### config.mk
export PLATFORM = sky130hd
export DESIGN_NAME = vector_stream_reader
export DESIGN_NICKNAME = d
export VERILOG_FILES = /design/src/rtl/vector_stream_pkg.sv /design/src/rtl/vector_stream_reader.sv
export SDC_FILE = /design/constraint.sdc
export NUM_CORES = 1
export LEC_CHECK = 0
export CAP_MARGIN = 20
export CORE_UTILIZATION = 42
export CTS_BUF_LIST = sky130_fd_sc_hd__clkbuf_8
export CTS_CLUSTER_SIZE = 16
export DETAILED_ROUTE_END_ITERATION = 10
export GPL_TIMING_DRIVEN = 0
export HOLD_SLACK_MARGIN = 0.08
export PLACE_DENSITY = 0.73
export SETUP_SLACK_MARGIN = 0.15
export SLEW_MARGIN = 20
export SYNTH_ARGS = -nofsm -noshare
export SYNTH_HDL_FRONTEND = slang
export SYNTH_SLANG_ARGS = --single-unit
### constraint.sdc
create_clock -name clk -period 1.7 [get_ports clk]
set_input_delay 0.51 -clock clk [delete_from_list [all_inputs] [get_ports clk]]
set_output_delay 0.51 -clock clk [all_outputs]
set_load 0.01 [all_outputs]
### src/rtl/vector_stream_pkg.sv
// Shared constants and FSM state type for the vector stream reader.
package vector_stream_pkg;

    localparam int unsigned VS_RAM_WIDTH  = 4;
    localparam int unsigned VS_ADDR_BITS  = 6;
    localparam int unsigned VS_START_ADDR = 0;
    localparam int unsigned VS_END_ADDR   = 63;

    typedef enum logic [1:0] {
        IDLE   = 2'd0,
        STREAM = 2'd1,
        FLUSH  = 2'd2
    } vs_state_t;

endpackage

### src/rtl/vector_stream_reader.sv
// Streams pixels START_ADDR..END_ADDR from an async-read vector ROM onto a valid/ready port.
// Optional out_last flag on the END_ADDR pixel when VECTOR_STREAM_LAST_EN is defined.
module vector_stream_reader
    import vector_stream_pkg::*;
#(
    parameter int unsigned RAM_WIDTH            = VS_RAM_WIDTH,
    parameter int unsigned RAM_ADDR_BITS_VECTOR = VS_ADDR_BITS,
    parameter int unsigned START_ADDR           = VS_START_ADDR,
    parameter int unsigned END_ADDR             = VS_END_ADDR
) (
    input  logic                            clk,
    input  logic                            rst,
    input  logic                            start,
    output logic                            busy,
    output logic                            done,
    output logic [RAM_ADDR_BITS_VECTOR-1:0] addr_vector,
    input  logic [RAM_WIDTH-1:0]            data_in,
    output logic [RAM_WIDTH-1:0]            out_data,
    output logic                            out_valid,
    input  logic                            out_ready
`ifdef VECTOR_STREAM_LAST_EN
    ,
    output logic                            out_last
`endif
);

    localparam logic [RAM_ADDR_BITS_VECTOR-1:0] START_A = RAM_ADDR_BITS_VECTOR'(START_ADDR);
    localparam logic [RAM_ADDR_BITS_VECTOR-1:0] END_A   = RAM_ADDR_BITS_VECTOR'(END_ADDR);

    vs_state_t                       state, state_next;
    logic [RAM_ADDR_BITS_VECTOR-1:0] addr_next;
    logic [RAM_WIDTH-1:0]            data_next;
    logic                            valid_next;
    logic                            done_next;
    logic                            busy_next;
    logic                            at_end;
`ifdef VECTOR_STREAM_LAST_EN
    logic                            last_next;
`endif

    assign at_end = (addr_vector == END_A);

    // Next-state and next-output logic; a load happens whenever the output register is free.
    always_comb begin
        state_next = state;
        addr_next  = addr_vector;
        data_next  = out_data;
        valid_next = out_valid;
        done_next  = 1'b0;
        busy_next  = busy;
`ifdef VECTOR_STREAM_LAST_EN
        last_next  = out_last;
`endif
        case (state)
            IDLE: begin
                if (start) begin
                    state_next = STREAM;
                    busy_next  = 1'b1;
                    addr_next  = START_A;
                end
            end
            STREAM: begin
                if (!out_valid || out_ready) begin
                    data_next  = data_in;
                    valid_next = 1'b1;
`ifdef VECTOR_STREAM_LAST_EN
                    last_next  = at_end;
`endif
                    if (at_end) begin
                        state_next = FLUSH;
                    end else begin
                        addr_next = addr_vector + RAM_ADDR_BITS_VECTOR'(1);
                    end
                end
            end
            FLUSH: begin
                if (out_valid && out_ready) begin
                    valid_next = 1'b0;
                    done_next  = 1'b1;
                    busy_next  = 1'b0;
                    state_next = IDLE;
                    addr_next  = START_A;
`ifdef VECTOR_STREAM_LAST_EN
                    last_next  = 1'b0;
`endif
                end
            end
            default: begin
                state_next = IDLE;
            end
        endcase
    end

    // State and registered outputs; reset abandons any partial stream.
    always_ff @(posedge clk) begin
        if (rst) begin
            state       <= IDLE;
            addr_vector <= START_A;
            out_data    <= '0;
            out_valid   <= 1'b0;
            done        <= 1'b0;
            busy        <= 1'b0;
`ifdef VECTOR_STREAM_LAST_EN
            out_last    <= 1'b0;
`endif
        end else begin
            state       <= state_next;
            addr_vector <= addr_next;
            out_data    <= data_next;
            out_valid   <= valid_next;
            done        <= done_next;
            busy        <= busy_next;
`ifdef VECTOR_STREAM_LAST_EN
            out_last    <= last_next;
`endif
        end
    end

endmodule
==> results of run 1 <==
-- repair_timing --
action | in CTS | in global routing
pin swaps | 2 | 4
resized for setup | 26 | 10
buffers inserted | 3 | 1
endpoints found under the setup margin | 24 | 7
-- routing by layer --
layer	vias to the layer above	track usage [%]
met3	5	5.17
met2	36	30.3
li1	313	-
met4	0	10.0
met5	-	0
met1	299	24.5
-- sequential cells by signal (all words and copies together), names as in the netlist --
signal / count
done: 1
out_valid: 1
busy: 1
out_data: 4
addr_vector: 6
state: 2
-- cell type report --
cell class	instances	share of cell area [%]
Multi-Input combinational cell	51	39.1
Clock buffer	3	4.04
Inverter	4	1.47
Buffer	1	0.735
Tap cell	16	1.96
Clock inverter	1	0.368
Sequential cell	15	30.4
Timing Repair Buffer	24	21.9
-- stage by stage --
step / area [um2] / instances / power, mW
CTS: 1000 / 114 / 0.792
detailed placement: 895 / 107 / 0.507
global route: 1020 / 115 / 0.828
floorplan: 674 / 71 / 0.446
finish: 1020 / 115 / 0.795
global placement: 895 / 107 / 0.504
-- logic make-up (layout without fill, tap and decap cells) --
family,count (synthesis),count (layout),synth area share [%]
AOI/OAI and AO/OA,18,18,18.6
xor gates and xnor gates,1,1,1.30
adders and majority gates,1,1,1.86
buffers and inverters,5,33,2.79
DFF,15,15,44.6
muxes,5,5,7.44
and+or+nand+nor,26,26,23.4
-- how the worst max path moves through the flow --
stage / slack [ns] / to / start / cells after the start
detailed placement: -0.39 / addr_vector[3]$_SDFFE_PP0P_ / out_ready / 5
finish: 0.13 / addr_vector[0]$_SDFFE_PP0P_ / rst / 4
global placement: -0.36 / addr_vector[2]$_SDFFE_PP0P_ / out_ready / 5
CTS: 0.16 / addr_vector[3]$_SDFFE_PP0P_ / out_ready / 5
floorplan: 0.17 / addr_vector[2]$_SDFFE_PP0P_ / addr_vector[1]$_SDFFE_PP0P_ / 5
global route: 0.09 / addr_vector[3]$_SDFFE_PP0P_ / addr_vector[1]$_SDFFE_PP0P_ / 6
-- cells in the final DEF (no fill, tap or decap), drive strengths merged, types with 3 or more instances in the layout --
cell type      count
dfxtp             15
dlygate4sd2       14
nor2               8
a21oi              5
inv                5
mux2i              5
clkdlybuf4s50      5
clkbuf             5
buf                4
or3                3
a31oi              3
nand2              3
o21ai              3
nor2b              3
-- power breakdown --
group / internal (mW) / switching, mW / leakage [nW]
combinational: 0.0648 / 0.0587 / 0.286
clock: 0.160 / 0.126 / 0.0269
sequential: 0.368 / 0.0175 / 0.125
-- worst max-delay path, cell delays in order --
cell and delay, ns:
clkdlybuf4s50_1 0.63, clkbuf_4 0.28, nand3b_1 0.17, mux2i_1 0.10
==> flow_summary.json, run 1 <==
{
  "wl_per_cell_um": 13.8,
  "synth-seq-area-share_pct": 44.6,
  "synth_cell_types": 31,
  "worstHoldEndpoint": "state[0]$_SDFFE_PP0P_",
  "nNetsFinal": 109,
  "die_w_um": 42.0,
  "clk_latency_ns": 0.25,
  "cts-root-buf": "clkbuf_8",
  "htreeDepth": 1,
  "setup_violations": 0,
  "reg2regPathDepth": 6,
  "gr-total-overflow": 0,
  "worstHoldPathType": "flip-flop to flip-flop",
  "ios": 21,
  "design.core.area_um2": 1510,
  "tightest_slew_ns": 0.399,
  "cellLeakagePower_nw": 0.438,
  "die-area_um2": 1770,
  "whs_ns": 0.468,
  "ys_ff_latch": 15,
  "synth_ff_type": "dfxtp_1",
  "cap_violations": 0,
  "clock-sinks": 15,
  "wl_met1_um": 721,
  "io_buffers": 20,
  "finClkSkew_ns": 0.00221,
  "clk_pin_slew_worst_paths_ns": 0.06,
  "dp_slack_ns": -0.386,
  "routed_wl_mm": 1.58,
  "hpwlAfterDp_um": 993,
  "maxSlewViolCount": 0,
  "layout-drive-gt1-share_pct": 24.2,
  "hold_depth": 1,
  "multiInputGateArea_um2": 399,
  "cp_max_fo": 10,
  "synth_edf_count": 0,
  "final_util_pct": 67.8,
  "crit_arrival_ns": 1.69,
  "initial_core_util_pct": 44.7,
  "die_h_um": 42.0,
  "crit_path_end_kind": "flip-flop",
  "rsz0062_at_grt": "true",
  "peakVddDrop_v": 0.000437,
  "rows": 14,
  "vias": 653,
  "highest-signal-layer": "met4",
  "grt_antenna_before_repair": 0,
  "antenna_cells": 0,
  "slew-limit-headroom_pct": 73.4,
  "fin_tns_setup_ns": 0,
  "r2r_end": "addr_vector[4]$_SDFFE_PP0P_",
  "status": "complete, no violations",
  "min_from": "state[1]$_SDFFE_PP0P_",
  "powerDensity_nw_per_um2": 779,
  "grt_pass1_wl_mm": 2.53,
  "n_fill_cell": 131,
  "timing.rr.start": "addr_vector[1]$_SDFFE_PP0P_",
  "cts_tree": "done",
  "via_per_inst": 5.68,
  "synthTopCellsByCount": "dfxtp_1 (15), nor2_1 (7), a21oi_1 (5), mux2i_1 (5), inv_1 (4)",
  "fmax_mhz": 637,
  "setup_ws_ns": 0.131,
  "synth.net_count": 80,
  "gp_congestion": 0.774,
  "drc": 0,
  "area_delta_synth_final_pct": 51.7,
  "regToRegSetupSlack_ns": 0.15,
  "drt_first_pass_iters": 4,
  "yosysTopAreaCell": "dfxtp_1",
  "cts_buffer_depth": 2,
  "synth.most_common_cell": "dfxtp_1",
  "drt_first_iter_violations": 16,
  "yosys-top-cells-area": "dfxtp_1 (45%), mux2i_1 (7.4%), nor2_1 (3.9%)",
  "critPathKind": "input pin to flip-flop",
  "synthesis.area_um2": 673,
  "ff_latch_area_um2": 310,
  "grt_max_degree": 11,
  "async_reset_ff_share_pct": 0,
  "cts_buffers": 3,
  "avgSynthCellArea_um2": 9.48,
  "gr-usage-all-layers_pct": 19.3,
  "synth_top_area_share_pct": 44.6,
  "cts_hold_repair.buffers": 0,
  "route.met2.wl_um": 710,
  "wl_met3_um": 108,
  "fin_crit_ns": 1.57,
  "hold_viol": 0,
  "ant_nets": 0,
  "grt_pass1_vias": 567,
  "start_kind": "input pin",
  "yosys_warnings": 0,
  "crit_required_ns": 1.82,
  "synth_cells": 71,
  "timing.final.crit_share_pct": 92.3
}
Note: power is estimated with default switching activity, not from simulation.
==> run 2: changes to the inputs <==
--- a/config.mk
+++ b/config.mk
@@ -8,7 +8,8 @@
 export CAP_MARGIN = 20
 export CORE_UTILIZATION = 42
 export CTS_BUF_LIST = sky130_fd_sc_hd__clkbuf_8
-export CTS_CLUSTER_SIZE = 16
+export CTS_CLUSTER_DIAMETER = 100
+export CTS_CLUSTER_SIZE = 12
 export DETAILED_ROUTE_END_ITERATION = 10
 export GPL_TIMING_DRIVEN = 0
 export HOLD_SLACK_MARGIN = 0.08
==> results of run 2 <==
Final layout, timing and power as in run 1 (identical DEF).
